==> src/rtl/fetch_pkg.sv <==
// fetch_pkg: types and constants shared by the fetch stage and the extension unit.
package fetch_pkg;
    typedef enum logic [1:0] {S_BOOT, S_REQ, S_HOLD} state_t;
    localparam logic [31:0] DEFAULT_PC_STEP = 32'd4;
    localparam logic [5:0] OP_LW  = 6'b100000;
    localparam logic [5:0] OP_SW  = 6'b100001;
    localparam logic [5:0] OP_BEQ = 6'b110000;
    localparam logic [5:0] OP_J   = 6'b110001;
    function automatic logic [31:0] align_word(input logic [31:0] a);
        return {a[31:2], 2'b00};
    endfunction
endpackage

==> src/rtl/pc_register.sv <==
// pc_register: PC flop with redirect/sequential select and sticky misalignment flag.
module pc_register
    import fetch_pkg::*;
#(
    parameter logic [31:0] RESET_PC = 32'h0000_0000
) (
    input  logic        clk,
    input  logic        rst_n,
    input  logic        seq_en,
    input  logic        redir_en,
    input  logic [31:0] seq_pc,
    input  logic [31:0] redirect_target,
    output logic [31:0] pc,
    output logic        fetch_err
);
    always_ff @(posedge clk or negedge rst_n) begin
        if (!rst_n) begin
            pc        <= RESET_PC;
            fetch_err <= 1'b0;
        end else begin
            pc <= redir_en ? align_word(redirect_target) : seq_en ? seq_pc : pc;
            if (redir_en && redirect_target[1:0] != 2'b00) fetch_err <= 1'b1;
        end
    end
endmodule

==> src/rtl/instr_fetch_stage.sv <==
// instr_fetch_stage: PC, imem req/ack fetch, instruction register and decode handshake.
module instr_fetch_stage
    import fetch_pkg::*;
#(
    parameter logic [31:0] RESET_PC = 32'h0000_0000,
    parameter logic [31:0] PC_STEP  = DEFAULT_PC_STEP
) (
    input  logic        clk,
    input  logic        rst_n,
    output logic        imem_req,
    output logic [31:0] imem_addr,
    input  logic        imem_ack,
    input  logic [31:0] imem_rdata,
    output logic        ir_valid,
    input  logic        ir_ready,
    output logic [5:0]  opcode,
    output logic [15:0] num16bits,
    output logic [25:0] num26bits,
    output logic [31:0] npc,
    output logic [31:0] pc,
    input  logic        redirect_valid,
    input  logic [31:0] redirect_target,
    output logic        fetch_err
);
    state_t      state, state_nxt;
    logic [31:0] ir;
    logic        redir, take, seq_en;
    assign redir  = redirect_valid && state != S_BOOT;
    assign take   = state == S_REQ && imem_ack && !redir;
    assign seq_en = state == S_HOLD && ir_ready;
    // Redirect wins over both ack and ready; it always restarts at S_REQ.
    always_comb begin
        state_nxt = state;
        state_nxt = state == S_BOOT ? S_REQ :
                    redir           ? S_REQ :
                    take            ? S_HOLD :
                    seq_en          ? S_REQ : state;
    end
    always_ff @(posedge clk or negedge rst_n) begin
        if (!rst_n) begin
            state <= S_BOOT;
            ir    <= '0;
            npc   <= '0;
        end else begin
            state <= state_nxt;
            if (take) begin
                ir  <= imem_rdata;
                npc <= pc + PC_STEP;
            end
        end
    end
    pc_register #(.RESET_PC(RESET_PC)) u_pc (
        .clk             (clk),
        .rst_n           (rst_n),
        .seq_en          (seq_en),
        .redir_en        (redir),
        .seq_pc          (npc),
        .redirect_target (redirect_target),
        .pc              (pc),
        .fetch_err       (fetch_err)
    );
    assign imem_req  = state == S_REQ;
    assign ir_valid  = state == S_HOLD;
    assign imem_addr = pc;
    assign opcode    = ir[31:26];
    assign num16bits = ir[15:0];
    assign num26bits = ir[25:0];
endmodule
==> config.mk <==
export PLATFORM = sky130hd
export DESIGN_NAME = instr_fetch_stage
export DESIGN_NICKNAME = d
export VERILOG_FILES = /design/src/rtl/fetch_pkg.sv /design/src/rtl/pc_register.sv /design/src/rtl/instr_fetch_stage.sv
export SDC_FILE = /design/constraint.sdc
export NUM_CORES = 1
export LEC_CHECK = 0
export BUFFER_PORTS_ARGS = -buffer_cell sky130_fd_sc_hd__buf_4
export CAP_MARGIN = 5
export CORE_AREA = 2 2 109 111
export DETAILED_ROUTE_END_ITERATION = 10
export DIE_AREA = 0 0 111 113
export PLACE_DENSITY = 0.75
export SLEW_MARGIN = 20
export SYNTH_ARGS = -nofsm -noshare
export SYNTH_HDL_FRONTEND = slang
export SYNTH_SLANG_ARGS = --single-unit
==> constraint.sdc <==
create_clock -name clk -period 1.55 [get_ports clk]
set_clock_uncertainty 0.05 [all_clocks]
set_input_delay 0.0775 -clock clk [delete_from_list [all_inputs] [get_ports clk]]
set_output_delay 0.0775 -clock clk [all_outputs]
set_load 0.05 [all_outputs]
==> results by group <==
Pwr
  • Power share of the clock group: 17.9%
  • Power Total: 15100 uW
  • Seq pwr share: 27.4%
  • Switching pwr: 7050 uW
  • Power density over cell area: 1830 nW/um^2
  • Logic pwr share: 54.7%
  • Internal Power: 8000 uW
  • Worst ir drop on vdd: 0.00155 V
  • Leakage: 0.00396 uW
  • Sw frac: 46.8%

Die
  • Boundary Pins: 216
  • Die Area: 12500 sq um
  • Die height: 113 um
  • Cell Rows: 39
  • Initial Util: 41.1%
  • Core area: 11300 sq um
  • Die Wd: 111 um

Timing
  • RSZ-0062 raised after global routing: yes
  • Final slew viol count: 0
  • Tmin final: 1.66 ns
  • F_max: 601 MHz
  • Final Hold Fails: 0
  • Final worst path period share: 107%
  • Slew @ Worst Pin: 0.352 ns
  • Final setup vio count: 47
  • Final WS setup: -0.114 ns
  • Slew HR: 76.5%

Finish
  • Fill count: 704
  • Area grow syn2layout: 77.6%
  • Area of the multi-input gates: 1930 sq um
  • Post-Route Utilization: 73.1%
  • Sequential standard cell area: 2500 sq um
  • Layout cell share with drive strength beyond 1: 56.5%
  • Final #Nets: 779

Hold path
  • Hold EP: state[0]
  • Hold_sp: ir_ready
  • Worst hold-check path type: input port to flop
  • Hold path depth: 3

Critical path
  • Max incr delay on CP: 0.38 ns
  • Worst Path Buf+Inv: 2
  • Crit-path cells: buf_4 -> nand4_1 -> nor3_4 -> buf_12 -> nand3_2 -> xor2_2 -> a21oi_1
  • CP Launch Type: flop
  • Data arrival, critical path: 1.88 ns
  • Crit Reg-Reg Startpoint: u_pc.pc[5]
  • R2R Setup Slk: -0.11 ns
  • Worst reg2reg endpoint: npc[22]
  • Critical Path Fanout Max: 9
  • CP top delay family: simple AND/OR/NAND/NOR gates
  • Worst path slowest cell: dfrtp_2
  • WP data required: 1.77 ns
  • Kind of end point of the critical path: flop
  • Crit Path Class: flop to flop
  • Reg2Reg Depth: 7

Global routing
  • First-pass GRT wire length: 22600 um
  • All-Layer GR Usage: 22.8%
  • Initial antenna violation count: 1
  • Largest net degree at the start of global routing: 51
  • GRT overflow: 0
  • Vias in the first global route: 4335

Yosys
  • Largest cells by area after synthesis: dfrtp_1, mux2_2, buf_4
  • Synth cell types: 33
  • Post-synth top cells: dfrtp_1, buf_4, mux2_2
  • Asr flop ratio synth: 100%
  • Synth Net Count: 482
  • Top cell type's share of synthesized area: 53.4%
  • Synth Register Bits: 99
  • Sequential area share after synthesis: 53.4%
  • Count leader, synth: dfrtp_1
  • Ys flop type: dfrtp_1
  • EDFF count, synth: 0
  • Post-synth top area cell: dfrtp_1
  • Gate count of the mapped netlist: 412
  • Post-Syn Area: 4640 sq um
  • Syn avg cell area: 11.3 sq um
  • Yosys warning total: 0

Detailed routing
  • Total number of vias: 4409
  • Vias per cell: 5.14
  • Initial DRC count: 330
  • Remaining DRCs: 0
  • Routed WL: 15700 um
  • Wire per inst: 18.3 um
  • DRT antenna net count: 0
  • Initial DRT Pass Iterations: 9

Placed design
  • GP Congestion: 0.832
  • DP HPWL: 9640 um
  • # port buffers: 215

CTS
  • Latest clock arrival within the worst-skew pair: 0.34 ns
  • Root buffer cell: clkbuf_16
  • Max clock buf depth: 2
  • Clock-pin transition on the worst setup and hold timing paths: 0.06 ns
  • Clock Sinks: 99
  • H-tree depth: 3
  • CTS buffer count: 9
  • TritonCTS clock tree: built

Status
  • Violated checks: setup timing
  • Status: complete, but fails checks

Run
  • Max capacitance violation total: 0
## worst register-to-register path, stage by stage (launching register included)
cell and delay (ns):
dfrtp_2 0.38, buf_4 0.13, nand4_1 0.22, nor3_4 0.26, buf_12 0.16, nand3_2 0.09
xor2_2 0.19, a21oi_1 0.12
## worst max path at each step
| stage | startpoint | to | slack [ns] | depth (start not counted) |
|---|---|---|---|---|
| after floorplan | u_pc.pc[10] | npc[23] | -0.24 | 5 |
| after global placement | u_pc.pc[13] | npc[25] | -0.02 | 5 |
| after detailed placement | u_pc.pc[3] | npc[28] | -0.06 | 7 |
| after CTS | u_pc.pc[2] | npc[26] | -0.04 | 7 |
| after global routing | u_pc.pc[2] | npc[28] | -0.17 | 7 |
| final | u_pc.pc[5] | npc[22] | -0.11 | 7 |
## cell usage in the layout (no fill, tap or decap), types with 6 or more instances in the layout
master         Yosys  final
buf_4             50    264
dfrtp_1           99     80
dlygate4sd3_1      0     65
mux2_4             0     35
inv_1             34     34
a222oi_1          30     30
nor2_1            33     21
xor2_1            21     19
dfrtp_2            0     19
a21oi_1           28     18
clkbuf_16          0     15
a21oi_2            2     11
buf_12             0     11
nand4_1           10     10
nand3_1           12      8
nor2_4             0      7
xnor2_1            7      6
## power by group through the flow
| stage | clock network (uW) | logic [uW] | registers (uW) |
|---|---|---|---|
| final | 2700 | 8240 | 4120 |
| after global routing | 2860 | 8540 | 4220 |
| after CTS | 2750 | 7870 | 4060 |
| after detailed placement | 0 | 7710 | 4100 |
| after global placement | 0 | 7650 | 4040 |
| after floorplan | 0 | 2850 | 6750 |
## layer usage
| layer | up-vias | wire length [um] | global-route usage [%] |
|---|---|---|---|
| met5 | - | 0 | 0 |
| li1 | 1991 | - | - |
| met4 | 0 | 413 | 10.4 |
| met2 | 229 | 7700 | 37.5 |
| met3 | 29 | 1030 | 5.20 |
| met1 | 2160 | 6550 | 29.0 |
## final cells by class
type                       instances  share of cell area, %
timing repair buffer             356                   38.1
sequential                        99                   30.4
multi-input combinational        209                   23.4
clock buffer                      10                   2.90
tap                              143                   2.17
inverter                          34                   1.55
clock inverter                     5                   1.52
antenna                            1                 0.0304
## metrics by stage
stage	std cells	worst slack, ns	hold slack, ns	setup TNS [ns]	cell area (sq um)
6_report	857	-0.114	0.0535	-2.24	8240
5_1_grt	857	-0.171	0.0519	-5.41	8240
4_1_cts	835	-0.0436	0.00575	-0.192	7730
3_5_place_dp	752	-0.0567	-0.0938	-0.470	6680
3_3_place_gp	752	-0.0220	-0.0993	-0.0835	6680
2_1_floorplan	412	-0.241	-0.268	-11.83	4980
## logic make-up (layout without fill, tap and decap cells)
family,count (synthesis),after routing,synth area share (%)
muxes,36,36,8.71
xor gates and xnor gates,28,28,5.29
adders and majority gates,1,1,0.270
buffers and inverters,104,405,12.7
DFF,99,99,53.4
other,0,1,0
AOI/OAI and AO/OA,65,65,10.7
and+or+nand+nor,79,79,8.93
## state kept, by name, indices dropped and copies added, names as in the netlist
register	flops
u_pc.pc	32
ir	32
u_pc.fetch_err	1
npc	32
state	2
## timing repair
action | CTS | global route
hold buffers | 65 | 0
setup endpoints to repair | 33 | 81
pin swaps | 1 | 17
resized for setup | 4 | 53
setup buffers | 3 | 14
endpoints found under the hold margin | 162 | 0
gates cloned | 0 | 7
Power figures use the tool's default switching activity.
